### src/rtl/apb_timer_sched.sv
// APB master that time-shares one apb_timer among NREQ requesters:
// round-robin grant, LOAD write, CTRL start write, STATUS polling, then ack.
module apb_timer_sched #(
    parameter int NREQ     = 4,
    parameter int POLL_GAP = 2,
    parameter int TIMEOUT  = 16
) (
    input  logic              PCLK,
    input  logic              PRESET,
    input  logic [NREQ-1:0]   req,
    input  logic [8*NREQ-1:0] req_delay,
    output logic [NREQ-1:0]   ack,
    output logic              err,
    output logic              busy,
    output logic [2:0]        grant_id,
    output logic              PSEL,
    output logic              PENABLE,
    output logic              PWRITE,
    output logic [7:0]        PADDR,
    output logic [7:0]        PWDATA,
    input  logic [7:0]        PRDATA,
    input  logic              PREADY
);
    localparam logic [7:0] ADDR_LOAD   = 8'h00;
    localparam logic [7:0] ADDR_CTRL   = 8'h04;
    localparam logic [7:0] ADDR_STATUS = 8'h08;
    localparam int         WW          = (TIMEOUT > 2) ? $clog2(TIMEOUT) : 1;

    typedef enum logic [2:0] {S_IDLE, S_SETUP, S_ACCESS, S_GAP, S_FINISH} state_t;
    typedef enum logic [1:0] {OP_LOAD, OP_START, OP_POLL} op_t;

    state_t          r_state;
    op_t             r_op;
    logic [2:0]      r_ptr;
    logic [WW-1:0]   r_wait;
    logic [3:0]      r_gap;
    logic [NREQ-1:0] r_ack;
    logic            r_err;
    logic            r_busy;
    logic [2:0]      r_grant_id;
    logic            r_psel;
    logic            r_penable;
    logic            r_pwrite;
    logic [7:0]      r_paddr;
    logic [7:0]      r_pwdata;

    logic [7:0]      w_req_ext;
    logic [63:0]     w_delay_ext;
    logic [2:0]      w_idx;
    logic [2:0]      w_cand;
    logic [2:0]      w_next_ptr;
    logic [7:0]      w_delay;

    assign w_req_ext   = 8'(req);
    assign w_delay_ext = 64'(req_delay);

    // Walk offsets from farthest to nearest so the first set bit at or after
    // the pointer is the one left standing.
    always_comb begin
        w_idx  = '0;
        w_cand = '0;
        for (int k = NREQ - 1; k >= 0; k--) begin
            w_cand = 3'((int'(r_ptr) + k) % NREQ);
            if (w_req_ext[w_cand]) begin
                w_idx = w_cand;
            end
        end
    end

    assign w_next_ptr = (int'(w_idx) == NREQ - 1) ? 3'd0 : w_idx + 3'd1;
    assign w_delay    = w_delay_ext[{w_idx, 3'b000} +: 8];

    always_ff @(posedge PCLK or posedge PRESET) begin
        if (PRESET) begin
            r_state    <= S_IDLE;
            r_op       <= OP_LOAD;
            r_ptr      <= '0;
            r_wait     <= '0;
            r_gap      <= '0;
            r_ack      <= '0;
            r_err      <= 1'b0;
            r_busy     <= 1'b0;
            r_grant_id <= '0;
            r_psel     <= 1'b0;
            r_penable  <= 1'b0;
            r_pwrite   <= 1'b0;
            r_paddr    <= '0;
            r_pwdata   <= '0;
        end else begin
            r_ack <= '0;
            r_err <= 1'b0;
            case (r_state)
                S_IDLE: begin
                    if (|req) begin
                        r_grant_id <= w_idx;
                        r_busy     <= 1'b1;
                        r_ptr      <= w_next_ptr;
                        // A zero load would never raise done, so skip the timer.
                        if (w_delay == 8'd0) begin
                            r_state <= S_FINISH;
                            r_ack   <= NREQ'(1) << w_idx;
                        end else begin
                            r_op      <= OP_LOAD;
                            r_state   <= S_SETUP;
                            r_psel    <= 1'b1;
                            r_penable <= 1'b0;
                            r_pwrite  <= 1'b1;
                            r_paddr   <= ADDR_LOAD;
                            r_pwdata  <= w_delay;
                        end
                    end
                end
                S_SETUP: begin
                    r_state   <= S_ACCESS;
                    r_penable <= 1'b1;
                    r_wait    <= '0;
                end
                S_ACCESS: begin
                    if (PREADY) begin
                        if (r_op == OP_LOAD) begin
                            r_op      <= OP_START;
                            r_state   <= S_SETUP;
                            r_penable <= 1'b0;
                            r_pwrite  <= 1'b1;
                            r_paddr   <= ADDR_CTRL;
                            r_pwdata  <= 8'h01;
                        end else if (r_op == OP_POLL && PRDATA[0]) begin
                            r_state   <= S_FINISH;
                            r_psel    <= 1'b0;
                            r_penable <= 1'b0;
                            r_ack     <= NREQ'(1) << r_grant_id;
                        end else begin
                            r_op <= OP_POLL;
                            if (POLL_GAP == 0) begin
                                r_state   <= S_SETUP;
                                r_penable <= 1'b0;
                                r_pwrite  <= 1'b0;
                                r_paddr   <= ADDR_STATUS;
                                r_pwdata  <= 8'h00;
                            end else begin
                                r_state   <= S_GAP;
                                r_psel    <= 1'b0;
                                r_penable <= 1'b0;
                                r_gap     <= '0;
                            end
                        end
                    end else if (r_wait == WW'(TIMEOUT - 1)) begin
                        r_state   <= S_FINISH;
                        r_psel    <= 1'b0;
                        r_penable <= 1'b0;
                        r_err     <= 1'b1;
                        r_ack     <= NREQ'(1) << r_grant_id;
                    end else begin
                        r_wait <= r_wait + 1'b1;
                    end
                end
                S_GAP: begin
                    if (r_gap == 4'(POLL_GAP - 1)) begin
                        r_state   <= S_SETUP;
                        r_psel    <= 1'b1;
                        r_penable <= 1'b0;
                        r_pwrite  <= 1'b0;
                        r_paddr   <= ADDR_STATUS;
                        r_pwdata  <= 8'h00;
                    end else begin
                        r_gap <= r_gap + 4'd1;
                    end
                end
                S_FINISH: begin
                    r_busy  <= 1'b0;
                    r_state <= S_IDLE;
                end
                default: r_state <= S_IDLE;
            endcase
        end
    end

    assign ack      = r_ack;
    assign err      = r_err;
    assign busy     = r_busy;
    assign grant_id = r_grant_id;
    assign PSEL     = r_psel;
    assign PENABLE  = r_penable;
    assign PWRITE   = r_pwrite;
    assign PADDR    = r_paddr;
    assign PWDATA   = r_pwdata;
endmodule
### config.mk
export PLATFORM = sky130hd
export DESIGN_NAME = apb_timer_sched
export DESIGN_NICKNAME = d
export VERILOG_FILES = /design/src/rtl/apb_timer_sched.sv
export SDC_FILE = /design/constraint.sdc
export NUM_CORES = 1
export LEC_CHECK = 0
export BUFFER_PORTS_ARGS = -buffer_cell sky130_fd_sc_hd__buf_2
export CAP_MARGIN = 20
export CORE_ASPECT_RATIO = 0.7
export CORE_UTILIZATION = 45
export DETAILED_ROUTE_END_ITERATION = 10
export GPL_ROUTABILITY_DRIVEN = 1
export HOLD_SLACK_MARGIN = 0.06
export MAX_ROUTING_LAYER = met4
export PLACE_DENSITY = 0.76
export SYNTH_ARGS = -nofsm -noshare
export SYNTH_HDL_FRONTEND = slang
export SYNTH_SLANG_ARGS = --single-unit
export TNS_END_PERCENT = 30
### constraint.sdc
create_clock -name PCLK -period 2.7 [get_ports PCLK]
set_clock_uncertainty 0.2 [all_clocks]
set_input_delay 0.27 -clock PCLK [delete_from_list [all_inputs] [get_ports PCLK]]
set_output_delay 0.27 -clock PCLK [all_outputs]
set_load 0.02 [all_outputs]
# == Yosys cells after proc, flatten, opt, wreduce, memory -nomap -nowiden ==
# Cells that the tools add are included.
# Widths: inputs -> output; s select.
# totals
ff_bits,43
input_bits,47
output_inout_bits,28
elab_cells,148
# op_classes
add_sub_neg,6
magnitude_cmp,4
n_eq_ne,21
n_shift,3
n_mux,74
bitwise,3
reduce_logical,23
# op_table
op,count
$mux 8,10
$shiftx 64x7->8,1
$mux 4,12
$pmux 8 s3,2
$mux 3,11
$pmux 4 s2,3
$mux 1,20
$ne 2x2->1 const B,10
$reduce_and 5->1,3
$lt 3x4->1 const B,3
$mux 2,6
$pmux 3 s4,1
$reduce_and 6->1,2
$bmux 1 s3,3
$ne 3x3->1 const B,3
$add 4x1->4 const B,2
$logic_not 8->1,1
$reduce_bool 2->1,4
$shl 1x3->4 const A,2
$eq 3x2->1 const B,2
$eq 3x3->1 const B,2
$pmux 1 s3,2
$reduce_and 3->1,2
$reduce_or 2->1,3
19 further kinds,24

# == Depth between registers and ports, before layout ==
# Gate-level depths: netlist (run 1).
# depth
depth_word,14
ltp_mapped,11
mapped_depth_nobuf,10

# == Worst setup path after synthesis (run 1) ==
# Ideal clock, no wire load.
# synth_timing
path_kind,flip-flop to flip-flop
startpoint,reg r_ptr[1]
endpoint,reg r_state[2]
setup_time_ns,0.107
t_arrival_ns,2.243
required_ns,2.393
path_slack_ns,0.150
path_stages_with_launch,11
n_path_buf,2
synth_period_minus_slack_ns,2.550
cell_sequence,dfrtp_1 > a21o_1 > a21oi_1 > o22a_1 > buf_6 > buf_12 > mux2i_1 > mux2_4 > nand4_2 > or3_4 > a2111oi_4
# synth_via
elab_chain_len,14
word_cells_on_any_way,26
classes_between,add/sub: 3; shift: 1; mux: 15; bitwise: 3; reduce/logical: 4
# synth_rtl
item,line_no,source
start: declaration,34,logic [2:0] r_ptr;
start signal: assignment,97,r_ptr <= w_next_ptr;
$add 2x2->2,63,w_cand = 3'((int'(r_ptr) + k) % NREQ);
$reduce_or 2->1 (no line),n/a,
$and 1x1->1 (no line),n/a,
$bmux 1 s3,64,if (w_req_ext[w_cand]) begin
$mux 1 (not written as such),64,
$mux 3 (3 in a row),64,
$mux 3 *,64,
via w_idx[1],49,logic [2:0] w_idx;
$shiftx 64x7->8 *,71,"assign w_delay = w_delay_ext[{w_idx, 3'b000} +: 8];"
$logic_not 8->1 *,99,if (w_delay == 8'd0) begin
$mux 3 *,99,
$mux 3 *,94,if (|req) begin
$pmux 3 s4 *,92,case (r_state)
end signal: assignment,100,r_state <= S_FINISH;
end signal: assignment,104,r_state <= S_SETUP;
end signal: assignment,114,r_state <= S_ACCESS;
end: declaration,32,state_t r_state;
# The timed path passes the listed nets; every way through them passes the cells marked *. The select of a mux whose other input is x is not followed.
# A chain may end at the register's enable or synchronous reset.

# == Worst setup path after layout (run 1) ==
# layout_timing
startpoint,reg r_ptr[0]
endpoint,reg r_state[2]
# layout_via
elab_chain_len,14
word_cells_on_any_way,26
classes_between,add/sub: 3; shift: 1; mux: 15; bitwise: 3; reduce/logical: 4
# layout_rtl
item,line_no
$add 2x2->2,63
$reduce_or 2->1 (no line),n/a
$and 1x1->1 (no line),n/a
$bmux 1 s3,64
$mux 1 (not written as such),64
$mux 3 (3 in a row),64
$mux 3 *,64
$shiftx 64x7->8 *,71
$logic_not 8->1 *,99
$mux 3 *,99
$mux 3 *,94
$pmux 3 s4 *,92
# Every way passes the cells marked *; elsewhere a longest branch is shown, timed or not. The select of a mux whose other input is x is not followed.

==> results of run 1 <==
[cell families (layout without fill, tap and decap cells)]
| family | Yosys count | count (layout) |
|---|---|---|
| other cells | 1 | 7 |
| buf+inv | 29 | 101 |
| compound gates | 53 | 53 |
| fa+ha+maj | 7 | 7 |
| simple gates | 78 | 78 |
| mux | 26 | 26 |
| xor+xnor | 2 | 2 |
| flops | 36 | 36 |
[metrics by stage]
stage | setup WS [ns] | util (%) | instance area, um2 | total power [mW]
floorplan | 0.150 | - | 2220 | 2.00
detailed placement | 0.0260 | 57.9 | 2610 | 2.45
global route | -0.0129 | 62.3 | 2810 | 3.24
CTS | 0.0536 | 60.2 | 2710 | 2.86
finish | 0.0547 | 62.3 | 2810 | 3.03
global placement | 0.0547 | 57.9 | 2610 | 2.41
[layer usage]
layer  track usage, %  wire (um)  up-vias
li1                 -          -      959
met1             28.2       2580      931
met2             33.5       2360       63
met3             4.08        255        5
met4             6.43         44        0
met5                -          0        -
[synth_stat cells, types with 2 or more instances]
| master | instances |
|---|---|
| o22ai_1 | 5 |
| ha_1 | 7 |
| a21o_1 | 2 |
| o2bb2ai_1 | 8 |
| o21ai_0 | 9 |
| nand3_1 | 6 |
| inv_1 | 12 |
| mux2_2 | 9 |
| a21oi_1 | 15 |
| xor2_1 | 2 |
| nor2_1 | 21 |
| nand4_1 | 2 |
| nor3b_1 | 2 |
| nand2_1 | 26 |
| nor3_1 | 8 |
| buf_2 | 3 |
| nor2b_1 | 2 |
| mux2i_1 | 16 |
| buf_4 | 7 |
| dfrtp_1 | 36 |
| nand2b_1 | 3 |
| clkbuf_1 | 4 |
[power by group through the flow]
stage               Combinational, mW  Clock [mW]  Sequential, mW
floorplan                        1.04           0           0.959
global placement                 1.53           0           0.885
detailed placement               1.56           0           0.891
CTS                              1.57       0.406           0.884
global route                     1.89       0.425           0.920
finish                           1.73       0.402           0.892
[layout make-up]
class | count | area [um2]
inverter | 12 | 45.0
fill | 382 | 1700
sequential | 36 | 901
clock buffer | 6 | 82.6
tap | 55 | 68.8
multi-input combinational | 173 | 1200
timing repair buffer | 81 | 503
clock inverter | 2 | 10.0
[sequential cells by signal, indices dropped and copies added (netlist names)]
register,flops
r_wait,4
PENABLE,1
r_op,2
busy,1
PWDATA,8
ack,4
PSEL,1
r_gap,4
r_state,3
PWRITE,1
err,1
PADDR,2
grant_id,2
r_ptr,2
[worst max-delay path by stage]
| stage | depth (start not counted) | slack [ns] | startpoint | endpoint |
|---|---|---|---|---|
| CTS | 9 | 0.05 | r_ptr[0] | r_state[2] |
| global placement | 10 | 0.05 | req[0] | r_state[2] |
| floorplan | 10 | 0.15 | r_ptr[1] | r_state[2] |
| global route | 9 | -0.01 | r_ptr[1] | r_state[2] |
| finish | 9 | 0.05 | r_ptr[0] | r_state[2] |
| detailed placement | 10 | 0.03 | req[0] | r_state[2] |
[what timing repair did]
| action | in CTS | in global routing |
|---|---|---|
| resized for setup | 0 | 8 |
| hold buffers | 1 | 0 |
| setup buffers | 0 | 3 |
| endpoints found under the hold margin | 36 | 0 |
| setup endpoints to repair | 0 | 11 |
[critical path: cells and delay by family, from the launching register on]
kind                   cells  cell delay, ns
and+or+nand+nor            4            0.87
AOI/OAI and AO/OA          2            0.56
buffers and inverters      1            0.18
DFF                        1            0.43
muxes                      2            0.31
==> impl_metrics.tcl, run 1 <==
set metrics [dict create \
    postSynthAreaPerCell_um2 9.49 \
    synthAdderAreaFrac_pct 3.98 \
    yosysSeqAreaShare_pct 40.9 \
    setup_tns_ns 0 \
    syn_inst 232 \
    mostFrequentLayoutCell "buf_2" \
    die_area_mm2 0.00518 \
    synth_top_family_by_area "compound AO/OA/AOI/OAI gates" \
    cts_sinks 36 \
    grt-ovfl-total 0 \
    die_w_um 85.6 \
    hold_start "PREADY" \
    grt_pass1_wl_mm 8.13 \
    layout-drive-gt1-share_pct 35.8 \
    synthXorXnorAreaFrac_pct 0.795 \
    cp_max_fo 8 \
    slew_viol_final 0 \
    fin_crit_ns 2.65 \
    core_mm2 0.00450 \
    mostFrequentLayoutCells "buf_2 (60), dfrtp_1 (36), nand2_1 (26)" \
    cts_max_level 2 \
    rr_startpoint "r_ptr[0]" \
    power.internal_mw 1.70 \
    reg2reg_to "r_state[2]" \
    end_kind "flop" \
    hpwl_mm 3.66 \
    placedCellCount 352 \
    status "finished, final reports clean" \
    synth_compound_gate_area_share_pct 17.2 \
    dr.first_iter.drc_count 124 \
    antenna_left 0 \
    synthTopCellsByArea "dfrtp_1 (41%), mux2i_1 (7.3%), mux2_2 (4.6%)" \
    die_y_um 60.5 \
    criticalPathCategory "flop to flop" \
    cap_violations 0 \
    powerDensity_mw_per_mm2 1080 \
    start_kind "flop" \
    via_count 1958 \
    total_leakage_power_nw 1.41 \
    period_share_pct 98.0 \
    first_pass_iters 5 \
    cts_made_buffers 5 \
    seqPwrFrac_pct 29.5 \
    clk_latency_ns 0.29 \
    routedWlPerCell_um 14.3 \
    hold-path-endpoint "err" \
    hold_ws_ns 0.0890 \
    min_path_type "primary input to flop" \
    synthFlopType "dfrtp_1" \
    clockRootBuffer "clkbuf_8" \
    synthSimpleGateAreaFrac_pct 17.0 \
    comb_power_share_pct 57.2 \
    crit_path_top_delay_cell "or3_4" \
    rsz0062_at_grt "true" \
    antenna_found_initial 0 \
    worstPathRequired_ns 2.69 \
    initial_core_util_pct 48.9 \
    timing.fmax_mhz 378 \
    sw_frac_of_total_pct 43.7 \
    via_per_inst 5.36 \
    yosysTopAreaCell "dfrtp_1" \
    ios 75 \
    netlist_area_mm2 0.00220 \
    cts_tree "built" \
    wl_mm 5.23 \
    grt_max_degree 37 \
    muxShareOfSynthArea_pct 12.6 \
    rows 20 \
    synth_edf_count 0 \
    r2r_slack_ns 0.05 \
    portBuffers 60 \
    p_clk_share_pct 13.3 \
    grt_pass1_vias 1792 \
    hold_violations 0 \
    yosysWarnings 0 \
    gp_congestion 0.849 \
    power_switching_mw 1.32 \
    final_nets 363 \
    final_cell_count_no_fill 365 \
    crit_arrival_ns 2.64 \
    critical_path.cell_chain "nand2b_4, nor2b_4, o22a_4, clkbuf_16, mux2i_1, mux2_4, nand4_1, or3_4, a2111oi_4" \
    cts_buffer_depth 2 \
    antenna_cells 0 \
    cp_slowest_stage_delay_ns 0.44 \
    ys_ff_latch 36 \
    synthArstFlopShare_pct 100 \
    hold_depth 2 \
    drc 0 \
    area_delta_synth_final_pct 27.4 \
    yosys.area.top_type_share_pct 40.9 \
    synth_cell_types 49 \
    clk_pin_slew_worst_paths_ns 0.07 \
    setup_violations 0 \
    grt.total_usage_pct 21.2 \
    peakVddDrop_uv 510 \
    rr_worst_depth 9 \
]
Power figures use the tool's default switching activity.
==> inputs of run 2 (changes only) <==
--- a/config.mk
+++ b/config.mk
@@ -7,7 +7,7 @@
 export LEC_CHECK = 0
 export BUFFER_PORTS_ARGS = -buffer_cell sky130_fd_sc_hd__buf_2
 export CAP_MARGIN = 20
-export CORE_ASPECT_RATIO = 0.7
+export CORE_ASPECT_RATIO = 1.1
 export CORE_UTILIZATION = 45
 export DETAILED_ROUTE_END_ITERATION = 10
 export GPL_ROUTABILITY_DRIVEN = 1
==> impl_metrics.tcl, run 2 (synthesis results as in run 1) <==
set metrics [dict create \
    status "finished, final reports clean" \
    fill_cells 398 \
    rsz0062_at_grt "true" \
    placedCellCount 352 \
    initial_core_util_pct 47.0 \
    antenna_cells 0 \
    mostFrequentLayoutCell "buf_2" \
    critical_path.cell_chain "nand2b_4, nor2b_4, o22a_4, buf_12, mux2i_1, mux2_4, nand4_1, or3_4, a2111oi_4" \
    period_share_pct 98.7 \
    cp_max_fo 8 \
    grt_pass1_wl_mm 8.31 \
    core_mm2 0.00468 \
    hold_ws_ns 0.0870 \
    criticalPathCategory "flop to flop" \
    antenna_found_initial 0 \
    multi_input_area_mm2 0.00123 \
    cp_slowest_stage_delay_ns 0.44 \
    hpwl_mm 3.77 \
    comb_power_share_pct 56.0 \
    path_buf_inv 1 \
    first_pass_iters 4 \
    final_cell_count_no_fill 367 \
    power_switching_mw 1.33 \
    clk_pin_slew_worst_paths_ns 0.08 \
    power.internal_mw 1.75 \
    setup_tns_ns 0 \
    fin_crit_ns 2.67 \
    grt-ovfl-total 0 \
    area_delta_synth_final_pct 29.3 \
    timing.fmax_mhz 375 \
    worstPathRequired_ns 2.69 \
    p_clk_share_pct 15.5 \
    slew_viol_final 0 \
    cpLargestDelayFamily "simple AND/OR/NAND/NOR gates" \
    peakVddDrop_uv 656 \
    portBuffers 60 \
    grt_pass1_vias 1896 \
    end_kind "flop" \
    die_area_mm2 0.00518 \
    crit_path_top_delay_cell "or3_4" \
    slew_headroom_pct 50.7 \
    largest_reg_flops 8 \
    rows 26 \
    total_leakage_power_nw 1.41 \
    cap_violations 0 \
    worst_pin_slew_ns 0.733 \
    seqCellArea_um2 901 \
    final_core_util_pct 60.8 \
    via_count 1962 \
    hold_violations 0 \
    drc 0 \
    cts_tree "built" \
    grt_max_degree 37 \
    via_per_inst 5.35 \
    seqPwrFrac_pct 28.5 \
    cts_sinks 36 \
    min_path_type "primary input to flop" \
    die_y_um 75.4 \
    cts_buffer_depth 2 \
    cts_max_level 2 \
    dr.first_iter.drc_count 98 \
    layout-drive-gt1-share_pct 36.7 \
    setup_violations 0 \
    gp_congestion 0.866 \
    antenna_left 0 \
    final_nets 364 \
    routedWlPerCell_um 14.2 \
    clockRootBuffer "clkbuf_8" \
    grt.total_usage_pct 22.2 \
    die_w_um 68.7 \
    sw_frac_of_total_pct 43.1 \
    ios 75 \
    wl_mm 5.20 \
    clk_latency_ns 0.30 \
    cts_made_buffers 5 \
    start_kind "flop" \
    powerDensity_mw_per_mm2 1080 \
    mostFrequentLayoutCells "buf_2 (60), dfrtp_1 (36), nand2_1 (26)" \
    crit_arrival_ns 2.65 \
]
==> run 2: changes by cell type in the layout (fill, tap and decap cells not counted), sizes merged <==
cell	delta
bufinv	+1
clkinv	-1
o21ai	+1
==> run 2: worst paths after layout <==
check / startpoint / to / slack (ns) / cells after the start
hold reg to reg: PENABLE / PENABLE / 0.28 / 1
setup reg to reg: r_ptr[0] / r_state[2] / 0.03 / 9
setup / recovery: r_ptr[0] / r_state[2] / 0.03 / 9
min in group asynchronous: PRESET / ack[0] / 0.42 / 4
max in group asynchronous: PRESET / PADDR[3] / 1.55 / 4
hold / removal: PREADY / err / 0.09 / 2
==> run 2: stage by stage <==
stage | total power [mW] | setup WS [ns] | area, um2
2_1_floorplan | 2.00 | 0.150 | 2220
3_5_place_dp | 2.43 | -0.0394 | 2600
3_3_place_gp | 2.40 | 0.0746 | 2600
4_1_cts | 2.92 | 0.0220 | 2730
5_1_grt | 3.29 | -0.0937 | 2850
6_report | 3.08 | 0.0348 | 2850
==> run 2: area by class of cell <==
class | instances | share of cell area, %
Clock buffer | 6 | 2.55
Clock inverter | 2 | 1.23
Inverter | 12 | 1.58
Multi-Input combinational cell | 174 | 43.3
Sequential cell | 36 | 31.6
Tap cell | 56 | 2.46
Timing Repair Buffer | 81 | 17.2
==> run 2: repair_timing <==
action | CTS | global route
gates resized for setup | 0 | 12
gates cloned | 0 | 2
hold buffers | 1 | 0
setup endpoints to repair | 1 | 18
buffers inserted | 1 | 3
pin swaps | 2 | 5
hold endpoints to repair | 36 | 0
==> run 2: power groups by stage <==
stage | combinational, mW | clock [mW] | sequential [mW]
after floorplan | 1.04 | 0 | 0.959
after global placement | 1.53 | 0 | 0.874
after detailed placement | 1.56 | 0 | 0.880
after CTS | 1.58 | 0.478 | 0.869
after global routing | 1.90 | 0.494 | 0.896
final | 1.72 | 0.477 | 0.878
==> run 2: per-layer routing <==
metal / vias to the layer above / part of all wire (%) / GRT usage, %
met2: 52 / 50 / 36.9
met1: 934 / 44 / 26.7
met4: 0 / 2.2 / 8.84
met5: - / 0 / -
li1: 964 / - / -
met3: 12 / 3.8 / 3.89
==> run 2: worst register-to-register path: stages, from the launching register on <==
cell,delay (ns)
dfrtp_1,0.43
nand2b_4,0.16
nor2b_4,0.12
o22a_4,0.25
buf_12,0.15
mux2i_1,0.18
mux2_4,0.19
nand4_1,0.16
or3_4,0.44
a2111oi_4,0.28
